`config.mk`:
```
export PLATFORM = sky130hd
export DESIGN_NAME = pll_reset_sequencer
export DESIGN_NICKNAME = d
export VERILOG_FILES = /design/src/rtl/pll_reset_sequencer.sv
export SDC_FILE = /design/constraint.sdc
export NUM_CORES = 1
export LEC_CHECK = 0
export ABC_AREA = 1
export BUFFER_PORTS_ARGS = -buffer_cell sky130_fd_sc_hd__buf_2
export CAP_MARGIN = 15
export CORE_MARGIN = 2
export CORE_UTILIZATION = 45
export CTS_CLUSTER_SIZE = 14
export DETAILED_ROUTE_END_ITERATION = 10
export PLACE_DENSITY = 0.68
export SKIP_LAST_GASP = 1
export SLEW_MARGIN = 30
export SYNTH_ARGS = -nofsm -noshare
export SYNTH_HDL_FRONTEND = slang
export SYNTH_SLANG_ARGS = --single-unit
```
`constraint.sdc`:
```
create_clock -name clk -period 1.98 [get_ports clk]
set_clock_uncertainty 0.1 [all_clocks]
set_input_delay 0.396 -clock clk [delete_from_list [all_inputs] [get_ports clk]]
set_output_delay 0.396 -clock clk [all_outputs]
set_load 0.01 [all_outputs]
```
`src/rtl/pll_reset_sequencer.sv`:
```
// PLL lock supervisor: pulses PLL RESET, qualifies a synchronized lock, then
// releases per-domain active-low resets one by one, with retry and fault latching.
module pll_reset_sequencer #(
    parameter int NUM_CH             = 2,
    parameter int PLL_RST_CYC        = 16,
    parameter int LOCK_STABLE_CYC    = 1024,
    parameter int RELOCK_TIMEOUT_CYC = 500000,
    parameter int STAGGER_CYC        = 64,
    parameter int MAX_RETRY          = 3
) (
    input  logic              clk,
    input  logic              resetn,
    input  logic              pll_lock,
    input  logic              force_relock,
    output logic              pll_reset,
    output logic [NUM_CH-1:0] rst_n_out,
    output logic              ready,
    output logic              fault,
    output logic [3:0]        retry_count,
    output logic [7:0]        lock_loss_cnt,
    output logic [2:0]        state
);

    typedef enum logic [2:0] {
        S_PLL_RST   = 3'd0,
        S_WAIT_LOCK = 3'd1,
        S_STABLE    = 3'd2,
        S_RELEASE   = 3'd3,
        S_RUN       = 3'd4,
        S_FAULT     = 3'd5
    } state_e;

    localparam int REL_CYC = (NUM_CH > 1) ? (NUM_CH - 1) * STAGGER_CYC : 1;
    localparam int MAX_AB  = (PLL_RST_CYC > LOCK_STABLE_CYC) ? PLL_RST_CYC : LOCK_STABLE_CYC;
    localparam int MAX_CD  = (RELOCK_TIMEOUT_CYC > REL_CYC) ? RELOCK_TIMEOUT_CYC : REL_CYC;
    localparam int MAX_ALL = (MAX_AB > MAX_CD) ? MAX_AB : MAX_CD;
    localparam int CW      = $clog2(MAX_ALL) + 1;

    localparam logic [CW-1:0] RST_LAST = CW'(PLL_RST_CYC - 1);
    localparam logic [CW-1:0] TMO_LAST = CW'(RELOCK_TIMEOUT_CYC - 1);
    localparam logic [CW-1:0] REL_LAST = CW'(REL_CYC - 1);
    // The WAIT_LOCK cycle that saw lock_s already counts as the first stable cycle.
    localparam logic [CW-1:0] STB_LAST = CW'((LOCK_STABLE_CYC >= 2) ? LOCK_STABLE_CYC - 2 : 0);

    state_e              state_q, state_d, rel_st;
    logic [CW-1:0]       cnt_q, cnt_d;
    logic [1:0]          sync_q, sync_d;
    logic [3:0]          retry_q, retry_d;
    logic [7:0]          lls_q, lls_d;
    logic                pll_reset_q, pll_reset_d;
    logic                ready_q, ready_d;
    logic                fault_q, fault_d;
    logic [NUM_CH-1:0]   rst_n_q, rst_n_d;
    logic                lock_s;

    assign lock_s = sync_q[1];
    assign rel_st = (NUM_CH == 1) ? S_RUN : S_RELEASE;

    always_comb begin
        sync_d  = {sync_q[0], pll_lock};
        state_d = state_q;
        retry_d = retry_q;
        lls_d   = lls_q;
        case (state_q)
            S_PLL_RST: if (cnt_q == RST_LAST) state_d = S_WAIT_LOCK;
            S_WAIT_LOCK: begin
                if (lock_s) begin
                    state_d = (LOCK_STABLE_CYC <= 1) ? rel_st : S_STABLE;
                end else if (cnt_q == TMO_LAST) begin
                    if (MAX_RETRY != 0 && retry_q == 4'(MAX_RETRY)) begin
                        state_d = S_FAULT;
                    end else begin
                        state_d = S_PLL_RST;
                        retry_d = (retry_q == 4'hf) ? retry_q : retry_q + 4'd1;
                    end
                end
            end
            S_STABLE: begin
                if (!lock_s)                state_d = S_WAIT_LOCK;
                else if (cnt_q == STB_LAST) state_d = rel_st;
            end
            S_RELEASE, S_RUN: begin
                if (!lock_s) begin
                    state_d = S_PLL_RST;
                    retry_d = 4'd0;
                    lls_d   = (lls_q == 8'hff) ? lls_q : lls_q + 8'd1;
                end else if (state_q == S_RELEASE && cnt_q == REL_LAST) begin
                    state_d = S_RUN;
                end
            end
            S_FAULT: state_d = S_FAULT;
            default: state_d = S_PLL_RST;
        endcase
        // A relock request overrides any lock-loss or timeout decision above.
        if (force_relock && state_q != S_PLL_RST) begin
            state_d = S_PLL_RST;
            retry_d = 4'd0;
            lls_d   = lls_q;
        end

        if (state_d != state_q || state_q == S_RUN || state_q == S_FAULT) cnt_d = '0;
        else                                                              cnt_d = cnt_q + CW'(1);

        // Outputs are derived from the next state so they register alongside it.
        pll_reset_d = (state_d == S_PLL_RST) || (state_d == S_FAULT);
        fault_d     = (state_d == S_FAULT);
        ready_d     = (state_d == S_RUN);
        for (int k = 0; k < NUM_CH; k++) begin
            rst_n_d[k] = (state_d == S_RUN) ||
                         (state_d == S_RELEASE && cnt_d >= CW'(k * STAGGER_CYC));
        end
    end

    always_ff @(posedge clk or negedge resetn) begin
        if (!resetn) begin
            state_q     <= S_PLL_RST;
            cnt_q       <= '0;
            sync_q      <= 2'b00;
            retry_q     <= 4'd0;
            lls_q       <= 8'd0;
            pll_reset_q <= 1'b1;
            ready_q     <= 1'b0;
            fault_q     <= 1'b0;
            rst_n_q     <= '0;
        end else begin
            state_q     <= state_d;
            cnt_q       <= cnt_d;
            sync_q      <= sync_d;
            retry_q     <= retry_d;
            lls_q       <= lls_d;
            pll_reset_q <= pll_reset_d;
            ready_q     <= ready_d;
            fault_q     <= fault_d;
            rst_n_q     <= rst_n_d;
        end
    end

    assign pll_reset     = pll_reset_q;
    assign rst_n_out     = rst_n_q;
    assign ready         = ready_q;
    assign fault         = fault_q;
    assign retry_count   = retry_q;
    assign lock_loss_cnt = lls_q;
    assign state         = state_q;

endmodule

```
==> results.json <==
{
  "layout_setup_ws_ns": -0.2728,
  "hold_class": "in2reg",
  "endpoint_kind": "register",
  "fillers": 472,
  "synth.distinct_cells": 36,
  "irDropWorstVdd_mv": 0.6376,
  "rows": 28,
  "fmax_ghz": 0.4439,
  "rsz0062_at_grt": "true",
  "slew_headroom_pct": 64.91,
  "drc": 0,
  "synth_seq_cells": 42,
  "critPathMaxFanout": 6,
  "hold_viol_final": 0,
  "synth_warnings": 0,
  "htreeDepth": 2,
  "synth_ff_type": "dfrtp_1",
  "path_clk_slew_ns": 0.08,
  "dr.pass1.iters": 4,
  "clock_latency_ns": 0.31,
  "cp_slowest_stage_delay_ns": 0.38,
  "grt_first_pass_wirelength_um": 11360,
  "synth_nets": 354,
  "fin_area_um2": 3836,
  "synth.avg_cell_area_um2": 7.749,
  "grt_pass1_vias": 2519,
  "routed_via_density": 4.909,
  "placed_area_um2": 3412,
  "crit_arrival_ns": 2.36,
  "ios": 24,
  "setup_violations": 19,
  "die_w_um": 81.19,
  "maxCapViolCount": 0,
  "clock_tree.buffer_depth": 2,
  "dp_hpwl_um": 5376,
  "post-route-period-util_pct": 113.8,
  "grt_use_total_pct": 22.52,
  "antenna_cells": 0,
  "portBuffers": 23,
  "place_congestion": 0.9375,
  "dp_slack_ns": -0.2570,
  "p_leak_nw": 2.057,
  "drive_above_1_share_pct": 41.90,
  "final_antenna_net_count": 0,
  "seq_area_um2": 1055,
  "wl_um": 7321,
  "yosysSeqAreaShare_pct": 39.24,
  "cts_root_buffer": "clkbuf_8",
  "cts_buffers": 5,
  "fp.coreArea_um2": 5851,
  "grt_antenna_before_repair": 0,
  "grt_overflow": 0,
  "nets": 470,
  "multi_input_area_um2": 1521,
  "layout_min_cycle_time_ns": 2.253,
  "synth-async-reset-ratio_pct": 100.0,
  "startpoint_type": "register",
  "worst_slew_pin_slew_ns": 0.5264,
  "cp_slowest_cell": "dfrtp_1",
  "outcome": "complete, but fails checks",
  "p_per_area_nw_per_um2": 950.2,
  "worstPathRequired_ns": 2.09,
  "synth-edff-count": 0,
  "fp.dieH_um": 81.19,
  "start_util_pct": 45.83,
  "violations": "setup timing",
  "maxSlewViolCount": 0,
  "worstSetupPathType": "reg2reg",
  "netlist_instances": 346,
  "clock_sinks": 42,
  "cts_tree": "done",
  "total_power_mw": 3.645,
  "cp_cell_sequence": "buf_4, ha_4, nand3_4, buf_6, inv_2, nand3_2, nor2_2, nand2_1, nor2_2, xor2_2, nand3_2, nand2_1, nor2_1, nand2_1, nor2_1, nor2_1",
  "grt_max_degree": 23,
  "syn2layout_area_growth_pct": 43.07,
  "syn-cell-area_um2": 2681,
  "drtIter0Drc": 109,
  "num_vias": 2641,
  "wire_per_inst_um": 13.61,
  "die-area_um2": 6592
}
-- final timing paths --
kind / cells after the start / slack, ns / startpoint / to
min in group asynchronous: 2 / 0.50 / resetn / lock_loss_cnt[7]
setup reg to reg: 16 / -0.27 / cnt_q[0] / rst_n_out[1]
hold / removal: 1 / 0.09 / pll_lock / sync_q[0]
max in group asynchronous: 3 / 0.79 / resetn / cnt_q[9]
setup / recovery: 16 / -0.27 / cnt_q[0] / rst_n_out[1]
hold reg to reg: 0 / 0.27 / sync_q[0] / sync_q[1]
-- placed cells by master (no fill, tap or decap), types with 5 or more instances in the layout --
cell type   n
nor2_2     12
buf_4      80
nand3_1    22
nand3_2    10
inv_1      50
nor2_4     14
clkbuf_8    5
nand2_2    12
inv_2       7
dfrtp_1    39
nor2_1     37
buf_6       5
a21oi_1     5
xor2_1     12
nand4_1    10
nor3_1      9
nand2_1    62
buf_2      23
-- cells in the mapped netlist (all sizes together) (3+ instances only) --
master	n	area [um2]
nand4	11	75.07
ha	4	50.05
xnor2	3	26.28
nand2	76	312.8
o21ai	9	45.04
inv	58	220.2
nor2	63	349.1
dfrtp	41	1026
nor3	9	45.04
a21oi	7	38.79
o41ai	3	26.28
xor2	13	113.9
nand3	34	202.7
buf	4	43.79
-- area by class of cell --
cell class / instances / area share, %
Sequential cell: 42 / 27.50
Clock inverter: 2 / 0.9785
Multi-Input combinational cell: 242 / 39.66
Timing Repair Buffer: 111 / 21.43
Timing Repair inverter: 2 / 0.2935
Tap cell: 75 / 2.446
Clock buffer: 6 / 1.892
Inverter: 58 / 5.806
-- stage by stage --
stage,util (%),hold slack (ns),TNS [ns],std cells
6_report,65.57,0.09175,-3.984,538
5_1_grt,65.57,0.08223,-7.440,538
4_1_cts,61.16,0.08441,-2.345,523
3_5_place_dp,58.32,0.2524,-2.466,512
3_3_place_gp,58.32,0.2448,-0.8174,512
2_1_floorplan,-,0.0004089,0,346
-- power by group --
group | internal, mW | switching, mW
sequential | 0.971 | 0.115
clock | 0.376 | 0.314
combinational | 0.875 | 0.993
-- critical path: cells and delay by family, from the launching register on --
family / cells / cell delay, ns
buffers and inverters: 3 / 0.35
XOR/XNOR: 1 / 0.11
flip-flops: 1 / 0.38
adder cells (fa/ha/maj): 1 / 0.14
AND/OR/NAND/NOR: 11 / 1.08
-- routing by layer --
layer	share of wire [%]	vias to the layer above	wire, um	global-route usage [%]
met1	45	1246	3296	28.98
met3	3.8	13	278	4.111
met5	0	-	0	0
li1	-	1327	-	-
met4	1.8	0	132	6.949
met2	49	55	3612	38.35
-- flip-flops by register name, summed over array words and instances (netlist names) --
name and count:
sync_q 2, cnt_q 20, rst_n_out 2, pll_reset 1, retry_count 4, lock_loss_cnt 8, fault 1, ready 1
state 3
-- kinds of logic after synthesis --
group	after synthesis	share of synthesized area, %
DFF	42	39.24
AOI/OAI and AO/OA	25	5.973
xor gates and xnor gates	16	5.227
adders and majority gates	4	1.867
and+or+nand+nor	197	37.84
buffers and inverters	62	9.846
-- what timing repair did --
| action | 4_1_cts | 5_1_grt |
|---|---|---|
| gates cloned | 0 | 2 |
| setup endpoints to repair | 22 | 31 |
| resized for setup | 8 | 41 |
| hold endpoints to repair | 20 | 0 |
| pin swaps | 2 | 24 |
| buffers inserted | 2 | 13 |
| hold buffers | 1 | 0 |
Note: power is estimated with default switching activity, not from simulation.
